===== src/rtl/imem_loader_pkg.sv =====
// Shared types and constants for the boot-time instruction-memory loader.
// IMEM_LOADER_CSUM_EN adds the trailing checksum state.
package imem_loader_pkg;

  localparam int unsigned LEN_BYTES  = 2;
  localparam int unsigned WORD_BYTES = 4;

`ifdef IMEM_LOADER_CSUM_EN
  typedef enum logic [2:0] {
    S_LEN_LO,
    S_LEN_HI,
    S_DATA,
    S_FLUSH,
    S_CSUM,
    S_RUN,
    S_ERROR
  } loader_state_t;
`else
  typedef enum logic [2:0] {
    S_LEN_LO,
    S_LEN_HI,
    S_DATA,
    S_FLUSH,
    S_RUN,
    S_ERROR
  } loader_state_t;
`endif

endpackage


===== src/rtl/imem_loader_if.sv =====
// Byte-stream input and instruction-memory write port of the loader.
// master = host/memory side, slave = loader.
interface imem_loader_if #(
  parameter int unsigned ADDR_W = 10
);
  logic              rx_valid;
  logic [7:0]        rx_data;
  logic              rx_ready;
  logic              imem_we;
  logic [ADDR_W-1:0] imem_addr;
  logic [31:0]       imem_wdata;

  modport master (
    output rx_valid, rx_data,
    input  rx_ready, imem_we, imem_addr, imem_wdata
  );

  modport slave (
    input  rx_valid, rx_data,
    output rx_ready, imem_we, imem_addr, imem_wdata
  );
endinterface


===== src/rtl/imem_loader_byte_word_asm.sv =====
// Assembles little-endian bytes into 32-bit words; pulses o_word_valid
// combinationally alongside the 4th byte so the caller can register the word.
module byte_word_asm
  import imem_loader_pkg::*;
(
  input  logic        clk,
  input  logic        reset,
  input  logic        i_clear,
  input  logic        i_valid,
  input  logic [7:0]  i_byte,
  output logic        o_word_valid,
  output logic [31:0] o_word
);

  logic [1:0]  r_cnt;
  // Only three bytes need storing; the 4th comes straight from i_byte.
  logic [23:0] r_shift;

  always_ff @(posedge clk) begin
    if (reset || i_clear) begin
      r_cnt   <= '0;
      r_shift <= '0;
    end else if (i_valid) begin
      r_cnt   <= r_cnt + 2'd1;
      r_shift <= {i_byte, r_shift[23:8]};
    end
  end

  assign o_word_valid = i_valid && (r_cnt == 2'(WORD_BYTES - 1));
  assign o_word       = {i_byte, r_shift};

endmodule


===== src/rtl/imem_loader.sv =====
// Boot loader: length header + little-endian words into imem, core held in
// reset until the image is written. IMEM_LOADER_CSUM_EN adds an XOR check byte.
module imem_loader
  import imem_loader_pkg::*;
#(
  parameter int unsigned ADDR_W = 10
) (
  input  logic         clk,
  input  logic         reset,
  imem_loader_if.slave bus,
  output logic         core_reset_n,
  output logic         done,
  output logic         error
);

  localparam int unsigned DEPTH = 1 << ADDR_W;
  localparam logic [ADDR_W:0] IDX_ONE = {{ADDR_W{1'b0}}, 1'b1};

  loader_state_t     r_state, w_next;
  logic              w_ready;
  logic              w_accept;
  logic [15:0]       r_len;
  logic [15:0]       w_len_full;
  logic              w_len_bad;
  logic [ADDR_W:0]   r_index;
  logic              w_last_word;
  logic              w_asm_valid;
  logic              w_asm_clear;
  logic              w_word_valid;
  logic [31:0]       w_word;
  logic              r_we;
  logic [ADDR_W-1:0] r_addr;
  logic [31:0]       r_wdata;
`ifdef IMEM_LOADER_CSUM_EN
  logic [7:0]        r_csum;
`endif

  always_comb begin
    w_ready = 1'b0;
    case (r_state)
      S_LEN_LO, S_LEN_HI, S_DATA: w_ready = 1'b1;
`ifdef IMEM_LOADER_CSUM_EN
      S_CSUM:                     w_ready = 1'b1;
`endif
      default:                    w_ready = 1'b0;
    endcase
  end

  assign bus.rx_ready = w_ready && !reset;
  assign w_accept     = bus.rx_valid && bus.rx_ready;
  assign w_len_full   = {bus.rx_data, r_len[7:0]};
  assign w_len_bad    = (w_len_full == '0) || (32'(w_len_full) > DEPTH);
  assign w_last_word  = (32'(r_index) + 32'd1) == 32'(r_len);
  assign w_asm_valid  = w_accept && (r_state == S_DATA);
  assign w_asm_clear  = w_accept && (r_state == S_LEN_HI);

  byte_word_asm u_asm (
    .clk          (clk),
    .reset        (reset),
    .i_clear      (w_asm_clear),
    .i_valid      (w_asm_valid),
    .i_byte       (bus.rx_data),
    .o_word_valid (w_word_valid),
    .o_word       (w_word)
  );

  always_ff @(posedge clk) begin
    if (reset) r_state <= S_LEN_LO;
    else       r_state <= w_next;
  end

  always_comb begin
    w_next = r_state;
    case (r_state)
      S_LEN_LO: if (w_accept) w_next = S_LEN_HI;
      S_LEN_HI: if (w_accept) w_next = w_len_bad ? S_ERROR : S_DATA;
      S_DATA:   if (w_word_valid && w_last_word) w_next = S_FLUSH;
`ifdef IMEM_LOADER_CSUM_EN
      S_FLUSH:  w_next = S_CSUM;
      S_CSUM:   if (w_accept) w_next = (bus.rx_data == r_csum) ? S_RUN : S_ERROR;
`else
      S_FLUSH:  w_next = S_RUN;
`endif
      default:  w_next = r_state;
    endcase
  end

  always_ff @(posedge clk) begin
    if (reset) begin
      r_len   <= '0;
      r_index <= '0;
      r_we    <= 1'b0;
      r_addr  <= '0;
      r_wdata <= '0;
`ifdef IMEM_LOADER_CSUM_EN
      r_csum  <= '0;
`endif
    end else begin
      r_we <= w_word_valid;
      if (w_accept && r_state == S_LEN_LO) r_len[7:0] <= bus.rx_data;
      if (w_asm_clear) begin
        r_len[15:8] <= bus.rx_data;
        r_index     <= '0;
`ifdef IMEM_LOADER_CSUM_EN
        r_csum      <= '0;
`endif
      end
      if (w_word_valid) begin
        r_addr  <= r_index[ADDR_W-1:0];
        r_wdata <= w_word;
        r_index <= r_index + IDX_ONE;
      end
`ifdef IMEM_LOADER_CSUM_EN
      if (w_asm_valid) r_csum <= r_csum ^ bus.rx_data;
`endif
    end
  end

  assign bus.imem_we    = r_we;
  assign bus.imem_addr  = r_addr;
  assign bus.imem_wdata = r_wdata;
  assign done           = (r_state == S_RUN);
  assign core_reset_n   = (r_state == S_RUN);
  assign error          = (r_state == S_ERROR);

endmodule


===== src/flat_wrapper.sv =====
// flat-port wrapper written by rule: the top's interface ports become plain ports
module imem_loader_flat import imem_loader_pkg::*;
#(
  parameter int unsigned ADDR_W = 10
)
  (clk, reset, core_reset_n, done, error, bus_rx_valid, bus_rx_data, bus_rx_ready, bus_imem_we, bus_imem_addr, bus_imem_wdata);
  imem_loader_if #(.ADDR_W(ADDR_W)) bus_i ();
  input  logic clk;
  input  logic reset;
  output logic core_reset_n;
  output logic done;
  output logic error;
  input wire logic [$bits(bus_i.rx_valid)-1:0] bus_rx_valid;
  input wire logic [$bits(bus_i.rx_data)-1:0] bus_rx_data;
  output wire logic [$bits(bus_i.rx_ready)-1:0] bus_rx_ready;
  output wire logic [$bits(bus_i.imem_we)-1:0] bus_imem_we;
  output wire logic [$bits(bus_i.imem_addr)-1:0] bus_imem_addr;
  output wire logic [$bits(bus_i.imem_wdata)-1:0] bus_imem_wdata;
  assign bus_i.rx_valid = bus_rx_valid;
  assign bus_i.rx_data = bus_rx_data;
  assign bus_rx_ready = bus_i.rx_ready;
  assign bus_imem_we = bus_i.imem_we;
  assign bus_imem_addr = bus_i.imem_addr;
  assign bus_imem_wdata = bus_i.imem_wdata;
  imem_loader #(.ADDR_W(ADDR_W)) u_core (.clk(clk), .reset(reset), .bus(bus_i), .core_reset_n(core_reset_n), .done(done), .error(error));
endmodule

===== config.mk =====
export PLATFORM = sky130hd
export DESIGN_NAME = imem_loader_flat
export DESIGN_NICKNAME = d
export VERILOG_FILES = /design/src/rtl/imem_loader_pkg.sv /design/src/rtl/imem_loader_if.sv /design/src/rtl/imem_loader_byte_word_asm.sv /design/src/rtl/imem_loader.sv /design/src/flat_wrapper.sv
export SDC_FILE = /design/constraint.sdc
export NUM_CORES = 1
export LEC_CHECK = 0
export ABC_AREA = 1
export CAP_MARGIN = 20
export CORE_ASPECT_RATIO = 2
export CORE_UTILIZATION = 30
export DETAILED_ROUTE_END_ITERATION = 10
export GPL_TIMING_DRIVEN = 0
export HOLD_SLACK_MARGIN = 0.1
export MAX_ROUTING_LAYER = met4
export SYNTH_ARGS = -nofsm -noshare
export SYNTH_HDL_FRONTEND = slang
export SYNTH_HIERARCHICAL = 1
export SYNTH_SLANG_ARGS = --single-unit

===== constraint.sdc =====
create_clock -name clk -period 6.74 [get_ports clk]
set_input_delay 1.348 -clock clk [delete_from_list [all_inputs] [get_ports clk]]
set_output_delay 1.348 -clock clk [all_outputs]
set_load 0.01 [all_outputs]

==> results of run 1 <==
[layout make-up]
type                            count  area [um2]  area share
Timing Repair Buffer               57         571       0.106
Buffer                             37         216      0.0402
Tap cell                          189         236      0.0439
Inverter                           63         236      0.0439
Sequential cell                    99        1980       0.368
Clock buffer                       10         239      0.0443
Multi-Input combinational cell    424        1860       0.345
Clock inverter                      6        48.8     0.00906
[placed cells by master, fill, tap and decap left out, drive strengths merged, types with 5 or more instances in the layout]
cell,instances
a21oi,32
nand4,5
nand3,31
buf,24
nand2,123
dfxtp,99
inv,65
nor2,156
clkdlybuf4s50,57
o21ai,65
clkbuf,23
[registers in the layout, summed over array words and instances, names as in the netlist]
register / flops
u_core/u_asm/r_shift: 24
u_core/r_len: 16
u_core/r_index: 11
u_core/bus.imem_wdata: 32
u_core/r_state: 3
u_core/bus.imem_addr: 10
u_core/bus.imem_we: 1
u_core/u_asm/r_cnt: 2
[metrics by stage]
step / cells / util
floorplan: 623 / -
global placement: 869 / 0.365
detailed placement: 869 / 0.365
CTS: 885 / 0.386
global route: 885 / 0.386
finish: 885 / 0.386
[critical path: stages]
cell	delay (ps)
clkdlybuf4s50_1	610
inv_1	350
o211ai_1	140
inv_1	140
clkdlybuf4s50_1	550
[how the worst max path moves through the flow]
stage                        endpoint  slack, ps  startpoint  cells after the start
finish                   bus_rx_ready       2250       reset                      5
global route        u_core/r_index[5]       1980       reset                     14
floorplan           u_core/r_state[0]       3400       reset                     20
global placement    u_core/r_index[5]       1870       reset                     14
detailed placement  u_core/r_index[6]       1900       reset                     14
CTS                      bus_rx_ready       2250       reset                      5
[cells by family (layout without fill, tap and decap cells)]
family / count (synthesis) / count (layout) / synth area share
AO/OA/AOI/OAI: 100 / 100 / 0.119
XOR/XNOR: 1 / 1 / 0.00204
adder cells (fa/ha/maj): 2 / 2 / 0.00583
buffers and inverters: 100 / 173 / 0.105
flip-flops: 99 / 99 / 0.462
AND/OR/NAND/NOR: 321 / 321 / 0.306
[routing by layer]
metal,vias to the layer above,wire length [um],share of wire
met3,25,297,0.024
met2,77,7060,0.58
li1,2082,-,-
met1,1792,4430,0.36
met5,-,0,0
met4,0,403,0.033
[power groups by stage]
stage / combinational (mW) / clock, mW / sequential [mW]
after global placement: 0.0756 / 0 / 0.610
after floorplan: 0.0483 / 0 / 0.609
after CTS: 0.0760 / 0.515 / 0.596
final: 0.0757 / 0.501 / 0.596
after global routing: 0.0853 / 0.539 / 0.597
after detailed placement: 0.0756 / 0 / 0.610
==> reports/metrics.yaml, run 1 <==
post_cts_resized: 0
cts-root-buf: "clkbuf_16"
cp_max_fo: 8
whs_ps: 462
yosysSeqAreaShare: 0.462
clock_latency_ps: 350
grtUsageMet1: 0.167
power_density_nw_per_um2: 218
numPortBuffers: 57
synth_nets: 636
grt_pass1_wl_mm: 19.7
grt.overflow.total: 0
rrSetupSlack_ps: 3730
p_int_mw: 0.886
netlist_top_cells_count: "nor2_1, nand2_1, dfxtp_1, o21ai_0, inv_1"
combPwrFrac: 0.065
hold_path_class: "reg -> reg"
io_pins: 58
async_reset_ff_frac: 0
synth_area_leaders: "dfxtp_1, nor2_1, nand2_1, o21ai_0, inv_1"
yosys_warnings: 6
timing.max_cap.violations: 0
postCtsSetupBuffers: 0
gr-usage-met2: 0.360
detail-route-antenna-nets: 0
pwr-share-clk: 0.427
worst_slack_ps: 2250
p_sw_mw: 0.288
synth.top_cell.area_share: 0.462
crit_arrival_ps: 3140
wl_per_cell_um: 13.8
start_util: 0.307
setup_violations: 0
die_w_um: 86.6
hold_viol_final: 0
grt_max_degree: 18
synth_edf_count: 0
maxSlewViolCount: 0
tightestPinTransition_ps: 586
period_share: 0.666
fin_skew_ps: 8.85
fin_setup_tns_ps: 0
synthDistinctLibCells: 27
min_from: "u_core/r_len[14]"
dieArea_um2: 14800
critPathRequiredTime_ps: 5390
gp_congestion: 0.864
reg2regPathDepth: 13
total_power_mw: 1.17
finalNetCount: 704
synth_ff_type: "dfxtp_1"
ctsLongestPathBuffers: 2
stdcell_area_um2: 5390
synth.cell_area_um2: 4290
initialDrtViolationCount: 252
grt_pass1_vias: 3983
avgSynthCellArea_um2: 6.89
drc: 0
gr-usage-all-layers: 0.183
routed_via_density: 4.49
grt_use_met3: 0.0264
post_dp_cell_area_um2: 5100
maxSlewHeadroom: 0.609
r2r-start: "u_core/r_state[2]"
drive_gt1_frac: 0.0718
htree_levels: 3
status: "finished, final reports clean"
rsz0062_at_grt: "no"
dr_total_vias: 3976
clock_sinks: 99
grt_busiest_layer: "met2"
power_frac_seq: 0.508
vdd_drop_max_uv: 122
drt_pass1_iterations: 5
cts_tree: "built"
power_switching_share: 0.245
diodes: 0
max_freq_ghz: 0.223
r2r-end: "u_core/r_index[6]"
wl_mm: 12.2
start_kind: "input pin"
period_minus_slack_ps: 4490
cts_buffers: 9
num_rows: 61
fill_cells: 1482
layout-area-overhead-vs-synth_pct: 25.5
fp.dieH_um: 171
critPathKind: "in -> out"
dp_hpwl_mm: 9.49
place_ws_ps: 1900
synth_most_common_cell: "nor2_1"
netlist_instances: 623
cp-end-kind: "output port"
synth_seq_cells: 99
p_leak_nw: 2.21
worst_hold_path.num_cells: 2
hold_buffers: 0
synth.largest_area_cell: "dfxtp_1"
clk_pin_slew_worst_paths_ps: 70
antenna_found_initial: 0
core_area_um2: 14000
hold_end: "u_core/r_len[14]"
Power figures use the tool's default switching activity.
==> run 2: changes to the inputs <==
==> constraint.sdc (replaced) <==
create_clock -name clk -period 3.65 [get_ports clk]
set_input_delay 0.73 -clock clk [delete_from_list [all_inputs] [get_ports clk]]
set_output_delay 0.73 -clock clk [all_outputs]
set_load 0.01 [all_outputs]
==> run 2 against run 1 <==
Effect of this change:
- non-clock buffer count did not move
- clock power rose by 85%
- critical path type is now in -> reg
- combinational power rose by 85%
- via count rose by 0.20%
- worst setup slack got worse by 1800 ps
- clock-buffer cell count did not move
- critical path depth rose by 17
- power rose by 85%
- largest power group unchanged
- worst hold slack improved by 0.62 ps
- sequential share of layout area barely moved
- register-to-register slack got worse by 3000 ps
- flip-flop and latch count did not move
==> reports/metrics.yaml, run 2 (synthesis results as in run 1) <==
antenna_found_initial: 0  # unchanged
top_layer_used: "met4"
final_cells: 885  # unchanged
dp_hpwl_mm: 9.49  # unchanged
crit_arrival_ps: 3520  # +380 ps
finalNetCount: 704  # unchanged
placed_cells: 869  # unchanged
power_switching_share: 0.245  # about the same
wl_per_cell_um: 13.8  # +0.48%
power_frac_seq: 0.508  # about the same
dr_wl_met2_mm: 7.07  # +0.18%
max_freq_ghz: 0.309
vdd_drop_max_uv: 223  # +82%
period_minus_slack_ps: 3240
post-route-util: 0.386  # about the same
largest_reg_flops: 32  # unchanged
layout-area-overhead-vs-synth_pct: 25.6  # about the same
grt.overflow.total: 0  # unchanged
start_util: 0.307  # unchanged
fill_cells: 1482  # unchanged
drt_pass1_iterations: 5  # unchanged
place_ws_ps: -568  # -2470 ps
routed_via_density: 4.50  # +0.20%
ctsLongestPathBuffers: 2  # unchanged
diodes: 0  # unchanged
drive_gt1_frac: 0.0761  # +0.00431
fp.dieH_um: 171  # unchanged
route.met3.wl_um: 247  # -17%
cts_tree: "built"
grt_max_degree: 18  # unchanged
numPortBuffers: 57  # unchanged
start_kind: "input pin"
clk_pin_slew_worst_paths_ps: 70  # about the same
period_share: 0.886
wirelength_met1_mm: 4.54  # +2.3%
cts_buffers: 9  # unchanged
rsz0062_at_grt: "no"
hold_viol_final: 0  # unchanged
gr-usage-all-layers: 0.183  # about the same
io_pins: 58  # unchanged
p_int_mw: 1.64  # +85%
pwr-share-clk: 0.427  # about the same
worst_slack_ps: 414  # -1840 ps
clock_latency_ps: 350  # about the same
tightestPinTransition_ps: 590  # +4.53 ps
fin_setup_tns_ps: 0  # unchanged
hold_path_class: "reg -> reg"
cp_max_fo: 10  # +2
critPathKind: "in -> reg"
critPathRequiredTime_ps: 3940  # -1450 ps
final_common_cell: "nor2_1"
final_cell_mix: "nor2_1, nand2_1, dfxtp_1, o21ai_0, inv_1"
wl_mm: 12.3  # +0.48%
initialDrtViolationCount: 208  # -17%
timing.max_cap.violations: 0  # unchanged
dieArea_um2: 14800  # unchanged
htree_levels: 3  # unchanged
grt_pass1_vias: 3990  # +0.18%
p_sw_mw: 0.531  # +84%
combPwrFrac: 0.065  # about the same
num_rows: 61  # unchanged
cts-root-buf: "clkbuf_16"
setup_violations: 0  # unchanged
dr_total_vias: 3984  # +0.20%
fin_skew_ps: 9.73  # +0.873 ps
status: "finished, final reports clean"
maxSlewHeadroom: 0.606  # -0.00302
postCtsSetupBuffers: 0  # unchanged
whs_ps: 463  # +0.621 ps
detail-route-antenna-nets: 0  # unchanged
drc: 0  # unchanged
die_w_um: 86.6  # unchanged
hold_buffers: 0  # unchanged
multi_input_area_um2: 1860  # unchanged
gp_congestion: 0.864  # unchanged
core_area_um2: 14000  # unchanged
clock_sinks: 99  # unchanged
ff_latch_area_um2: 1980  # unchanged
cp-end-kind: "flop"
post_cts_resized: 3  # +3
maxSlewViolCount: 0  # unchanged
p_leak_nw: 2.22  # +0.68%
grt_pass1_wl_mm: 19.8  # +0.10%
power_density_nw_per_um2: 402  # +84%
[run 2: path summary, 6_finish.rpt]
path         slack [ps]                end         startpoint  cells past startpoint
max reg2reg         700  u_core/r_state[0]  u_core/r_state[2]                     21
max                 410  u_core/r_state[0]              reset                     22
min                 460   u_core/r_len[14]   u_core/r_len[14]                      2
min reg2reg         460   u_core/r_len[14]   u_core/r_len[14]                      2
[run 2: power groups by stage]
stage          Sequential [mW]  Combinational, mW  Clock [mW]
5_1_grt                   1.10              0.157       0.995
3_3_place_gp              1.13              0.140           0
4_1_cts                   1.10              0.141       0.951
2_1_floorplan             1.12             0.0892           0
3_5_place_dp              1.13              0.140           0
6_report                  1.10              0.140       0.925
[run 2: metal layers]
| metal | up-vias | track usage |
|---|---|---|
| met5 | - | - |
| met4 | 0 | 0.0848 |
| met3 | 27 | 0.0264 |
| met2 | 79 | 0.360 |
| met1 | 1797 | 0.168 |
| li1 | 2081 | - |
[run 2: cell type report]
| class | count | share of cell area |
|---|---|---|
| well taps | 189 | 0.0438 |
| multi-input cells | 424 | 0.345 |
| plain buffers | 37 | 0.0406 |
| inverters | 63 | 0.0438 |
| clock inverters | 6 | 0.00905 |
| clock buffers | 10 | 0.0443 |
| flip-flops and latches | 99 | 0.367 |
| repair buffers | 57 | 0.106 |
[run 2: worst max-delay path, stage by stage]
cell            delay [ps]
dlymetal6s2s_1         250
inv_2                  220
o211ai_1               120
inv_1                  130
nand2_1                120
nor4_1                 190
buf_4                  210
buf_4                  180
nand2_1                 80
inv_1                  170
nand3_1                110
nor2_1                 120
nand2_1                 70
nor2_1                 100
nand4_1                100
nor2_1                 160
nand3_1                100
nand2_1                 90
nand2_1                 80
nand2_1                 60
nand2_1                 40
nor2_1                  80
[run 2: through the flow]
stage | instance area, um2 | power, mW
2_1_floorplan | 4290 | 1.21
3_3_place_gp | 5100 | 1.27
3_5_place_dp | 5100 | 1.27
4_1_cts | 5390 | 2.19
5_1_grt | 5390 | 2.25
6_report | 5390 | 2.17
==> run 3: changes to the inputs <==
==> constraint.sdc (replaced) <==
create_clock -name clk -period 3.7 [get_ports clk]
set_input_delay 0.74 -clock clk [delete_from_list [all_inputs] [get_ports clk]]
set_output_delay 0.74 -clock clk [all_outputs]
set_load 0.01 [all_outputs]
==> results of run 3 <==
Same layout as run 2 (identical final DEF). Status: finished, final reports clean.
Among the figures that moved: setup slack after placement -568 ps -> -528 ps; setup slack after layout 414 ps -> 454 ps; register-to-register setup slack 700 ps -> 750 ps; total power 2.17 mW -> 2.14 mW; worst IR drop on VDD 223 uV -> 220 uV
